File: src/rtl/elastic_pipeline_register_pkg.sv
// Shared definitions for the elastic pipeline register: state encoding and
// default widths for the EX/MEM stage instance.
package elastic_pipeline_register_pkg;

    localparam int EXMEM_DATA_W = 32;
    localparam int EXMEM_CTRL_W = 2;

    typedef enum logic [1:0] {
        ST_EMPTY = 2'd0,
        ST_HOLD  = 2'd1,
        ST_SKID  = 2'd2
    } epr_state_t;

endpackage

File: src/rtl/elastic_pipeline_register_entry.sv
// One pipeline entry: valid + control + payload with load, clear and reset.
// Control bits are cleared together with valid so a bubble never carries enables.
module elastic_pipeline_register_entry
    import elastic_pipeline_register_pkg::*;
#(
    parameter int DATA_W = EXMEM_DATA_W,
    parameter int CTRL_W = EXMEM_CTRL_W
) (
    input  logic              CLK,
    input  logic              RST,
    input  logic              i_load,
    input  logic              i_clear,
    input  logic [CTRL_W-1:0] i_ctrl,
    input  logic [DATA_W-1:0] i_data,
    output logic              o_valid,
    output logic [CTRL_W-1:0] o_ctrl,
    output logic [DATA_W-1:0] o_data
);

    logic              r_valid;
    logic [CTRL_W-1:0] r_ctrl;
    logic [DATA_W-1:0] r_data;

    always_ff @(posedge CLK) begin
        if (RST || i_clear) begin
            r_valid <= 1'b0;
            r_ctrl  <= '0;
        end else if (i_load) begin
            r_valid <= 1'b1;
            r_ctrl  <= i_ctrl;
        end
    end

    // Payload has no reset; it is only meaningful while r_valid is set.
    always_ff @(posedge CLK) begin
        if (i_load) begin
            r_data <= i_data;
        end
    end

    assign o_valid = r_valid;
    assign o_ctrl  = r_ctrl;
    assign o_data  = r_data;

endmodule

File: src/rtl/elastic_pipeline_register.sv
// Two-entry elastic (skid) pipeline register with flush. In_Ready is registered
// from state so upstream never sees a combinational path from Out_Ready.
module elastic_pipeline_register
    import elastic_pipeline_register_pkg::*;
#(
    parameter int DATA_W = EXMEM_DATA_W,
    parameter int CTRL_W = EXMEM_CTRL_W
) (
    input  logic              CLK,
    input  logic              RST,
    input  logic              In_Valid,
    output logic              In_Ready,
    input  logic [CTRL_W-1:0] In_Ctrl,
    input  logic [DATA_W-1:0] In_Data,
    input  logic              Flush,
    output logic              Out_Valid,
    input  logic              Out_Ready,
    output logic [CTRL_W-1:0] Out_Ctrl,
    output logic [DATA_W-1:0] Out_Data,
    output logic [1:0]        Occupancy
);

    epr_state_t r_state;
    epr_state_t w_state_nxt;
    logic       r_in_ready;

    logic              w_in_fire;
    logic              w_out_fire;
    logic              w_main_load;
    logic              w_main_clear;
    logic              w_main_from_skid;
    logic              w_skid_load;
    logic              w_skid_clear;
    logic              w_main_valid;
    logic [CTRL_W-1:0] w_main_ctrl;
    logic [DATA_W-1:0] w_main_data;
    logic              w_skid_valid;
    logic [CTRL_W-1:0] w_skid_ctrl;
    logic [DATA_W-1:0] w_skid_data;
    logic [CTRL_W-1:0] w_main_ctrl_in;
    logic [DATA_W-1:0] w_main_data_in;

    assign w_in_fire  = In_Valid && r_in_ready;
    assign w_out_fire = w_main_valid && Out_Ready;

    always_comb begin
        w_state_nxt      = r_state;
        w_main_load      = 1'b0;
        w_main_clear     = 1'b0;
        w_main_from_skid = 1'b0;
        w_skid_load      = 1'b0;
        w_skid_clear     = 1'b0;
        if (Flush) begin
            // Any concurrent output transfer is treated as consumed; input is dropped.
            w_main_clear = 1'b1;
            w_skid_clear = 1'b1;
            w_state_nxt  = ST_EMPTY;
        end else begin
            case (r_state)
                ST_EMPTY: begin
                    if (w_in_fire) begin
                        w_main_load = 1'b1;
                        w_state_nxt = ST_HOLD;
                    end
                end
                ST_HOLD: begin
                    case ({w_in_fire, w_out_fire})
                        2'b11: w_main_load = 1'b1;
                        2'b01: begin
                            w_main_clear = 1'b1;
                            w_state_nxt  = ST_EMPTY;
                        end
                        2'b10: begin
                            w_skid_load = 1'b1;
                            w_state_nxt = ST_SKID;
                        end
                        default: w_state_nxt = ST_HOLD;
                    endcase
                end
                ST_SKID: begin
                    if (w_out_fire) begin
                        w_main_load      = 1'b1;
                        w_main_from_skid = 1'b1;
                        w_skid_clear     = 1'b1;
                        w_state_nxt      = ST_HOLD;
                    end
                end
                default: begin
                    w_main_clear = 1'b1;
                    w_skid_clear = 1'b1;
                    w_state_nxt  = ST_EMPTY;
                end
            endcase
        end
    end

    assign w_main_ctrl_in = w_main_from_skid ? w_skid_ctrl : In_Ctrl;
    assign w_main_data_in = w_main_from_skid ? w_skid_data : In_Data;

    always_ff @(posedge CLK) begin
        if (RST) begin
            r_state    <= ST_EMPTY;
            r_in_ready <= 1'b1;
        end else begin
            r_state    <= w_state_nxt;
            r_in_ready <= (w_state_nxt != ST_SKID);
        end
    end

    elastic_pipeline_register_entry #(
        .DATA_W (DATA_W),
        .CTRL_W (CTRL_W)
    ) u_main (
        .CLK     (CLK),
        .RST     (RST),
        .i_load  (w_main_load),
        .i_clear (w_main_clear),
        .i_ctrl  (w_main_ctrl_in),
        .i_data  (w_main_data_in),
        .o_valid (w_main_valid),
        .o_ctrl  (w_main_ctrl),
        .o_data  (w_main_data)
    );

    elastic_pipeline_register_entry #(
        .DATA_W (DATA_W),
        .CTRL_W (CTRL_W)
    ) u_skid (
        .CLK     (CLK),
        .RST     (RST),
        .i_load  (w_skid_load),
        .i_clear (w_skid_clear),
        .i_ctrl  (In_Ctrl),
        .i_data  (In_Data),
        .o_valid (w_skid_valid),
        .o_ctrl  (w_skid_ctrl),
        .o_data  (w_skid_data)
    );

    always_comb begin
        case (r_state)
            ST_HOLD: Occupancy = 2'd1;
            ST_SKID: Occupancy = 2'd2;
            default: Occupancy = 2'd0;
        endcase
    end

    assign In_Ready  = r_in_ready;
    assign Out_Valid = w_main_valid;
    assign Out_Ctrl  = w_main_valid ? w_main_ctrl : '0;
    assign Out_Data  = w_main_data;

endmodule

File: config.mk
export PLATFORM = sky130hd
export DESIGN_NAME = elastic_pipeline_register
export DESIGN_NICKNAME = d
export VERILOG_FILES = /design/src/rtl/elastic_pipeline_register_pkg.sv /design/src/rtl/elastic_pipeline_register_entry.sv /design/src/rtl/elastic_pipeline_register.sv
export SDC_FILE = /design/constraint.sdc
export NUM_CORES = 1
export LEC_CHECK = 0
export ABC_AREA = 1
export ABC_CLOCK_PERIOD_IN_PS = 3500
export BUFFER_PORTS_ARGS = -buffer_cell sky130_fd_sc_hd__buf_2
export CAP_MARGIN = 0
export CORE_MARGIN = 1.5
export CORE_UTILIZATION = 40
export DETAILED_ROUTE_END_ITERATION = 6
export SYNTH_ARGS = -nofsm -noshare
export SYNTH_HDL_FRONTEND = slang
export SYNTH_HIERARCHICAL = 1
export SYNTH_SLANG_ARGS = --single-unit
File: constraint.sdc
create_clock -name CLK -period 3.5 [get_ports CLK]
set_input_delay 0 -clock CLK [delete_from_list [all_inputs] [get_ports CLK]]
set_output_delay 0 -clock CLK [all_outputs]
set_load 0.1 [all_outputs]
==> flow_summary.ini <==
[status]
status = finished, final reports clean

[global_route]
grt_pass1_vias = 2004
grt_overflow_total = 0
antenna_found_initial = 0
grt_util_all_layers = 0.164
grt_max_degree = 38
grt_pass1_wl_um = 9320

[floorplan]
num_io_pins = 77
core_um2 = 6870
placementRows = 30
die_area_um2 = 7710
dieHeight_um = 87.8
initial_core_util = 0.419
die_w_um = 87.8

[setup_path]
reg2reg_to = u_main/o_data[0]
cpMaxStageDelayCell = a21oi_4
crit_path_end_kind = flip-flop
cp-startpoint = u_main/o_valid
reg2reg_slack_ps = 1480
cp_max_fo = 37
worstPathRequired_ps = 3450
endpoint = u_main/o_data[0]
crit_chain = nand2_1 > inv_2 > nand2_4 > a21oi_4
worstSetupPathType = reg2reg
r2r_cells = 4
r2r-start = u_main/o_valid
arrival_ps = 1970
max_stage_delay_ps = 920
start_kind = flip-flop

[route]
via_per_inst = 4.55
drtIter0Drc = 116
drt_wl_total_um = 5820
ant_nets = 0
first_pass_iters = 4
wl_per_cell_um = 12.7
route.vias.total = 2084
drc_errors = 0

[placed_design]
placed_cell_area_um2 = 3330
placement.io_buffers = 76
dp_hpwl_um = 3520
dp_cells = 407
routabilityCongestion = 0.883

[cts]
cts_buffers = 9
path_clk_slew_ps = 70
clkLatencyLatePin_ps = 340
cts_max_level = 3
postCtsSetupRepairBufs = 0
cts_sinks = 72
cts_buffer_depth = 2
root_buffer = clkbuf_8
cts_hold_buf = 35
cts_tree = done
cts-resized-gates = 0

[synth]
syn_area_um2 = 2880
synth_cells = 244
syn_nets = 283
avgSynthCellArea_um2 = 11.8
ys_warn_count = 6

[cells_and_area]
stdcell_area_um2 = 3830
final_nets = 396
n_antenna_cell = 0
drive_gt1_frac = 0.296
fillers = 613
area_growth_pct = 33.3
stdcell_count = 458
final_core_util = 0.558

[timing]
whs_ps = 118
finalSetupViolations = 0
clock.fmax_ghz = 0.495
rsz0062_at_grt = no
hold_viol = 0
drv_slew = 0
finalSetupTns_ps = 0
period_share = 0.577
finClkSkew_ps = 11.3
fin_crit_ps = 2020
slew_headroom = 0.220
tightestPinTransition_ps = 1170

[hold_path]
whs_path_depth = 6
hold_path.class = in2reg

[flow_run]
drv_cap = 0

[power]
ir_drop_mv = 0.175
p_leak_nw = 1.65
powerDensity_nw_per_um2 = 462
through the flow:
stage / worst slack (ps) / total power [mW]
floorplan: 61.7 / 1.16
global placement: 1500 / 1.22
detailed placement: 1470 / 1.22
CTS: 1450 / 1.79
global route: 1310 / 1.84
finish: 1480 / 1.77
critical path, delay by kind of cell, from the launching register on:
family,cells,cell delay (ps)
AO/OA/AOI/OAI,1,920
flip-flops,1,380
AND/OR/NAND/NOR,2,210
buffers and inverters,1,110
placed cells by master (no fill, tap or decap):
cell type,count
buf_2,76
a21oi_4,1
nand2_1,91
clkinv_4,1
clkbuf_8,9
clkinv_1,1
nor2_1,5
dfxtp_1,8
dlygate4sd3_1,35
a21oi_1,1
clkinv_2,2
nand3_1,36
nand2_4,2
buf_4,1
o21ai_1,2
o21a_1,1
clkbuf_1,3
nor2_4,4
clkinvlp_4,1
edfxtp_1,64
inv_2,4
nor2_2,6
inv_1,8
how the worst min path moves through the flow:
stage                             end  slack, ps         from
finish                     r_state[1]        120    Out_Ready
global route               r_state[1]        150    Out_Ready
CTS                        r_state[1]        100    Out_Ready
detailed placement  u_skid/o_data[17]        190  In_Data[17]
global placement    u_skid/o_data[20]        200  In_Data[20]
floorplan                  r_state[0]         70          RST
cell type report:
type | count | area (µm²) | area share
inverter | 13 | 53.8 | 0.0140
multi-input combinational | 149 | 684 | 0.178
sequential | 72 | 2080 | 0.543
timing repair buffer | 112 | 738 | 0.192
clock inverter | 4 | 21.3 | 0.00555
tap | 96 | 120 | 0.0313
clock buffer | 12 | 135 | 0.0352
layer usage:
layer	global-route usage	routed length (µm)	vias up
li1	-	-	1049
met1	0.206	2580	956
met2	0.256	2820	62
met3	0.0349	220	17
met4	0.105	198	0
met5	0	0	-
state kept, by name, indices dropped and copies added (netlist names):
register	cells
u_main/o_data	32
u_skid/o_data	32
r_state	2
u_main/o_ctrl	2
u_skid/o_ctrl	2
In_Ready	1
u_main/o_valid	1
power breakdown:
part           switching, mW  total, mW  internal [mW]
Combinational          0.192      0.259         0.0672
Clock                  0.291      0.544          0.253
Sequential           0.00701      0.970          0.963
(Power assumes the default switching activity.)
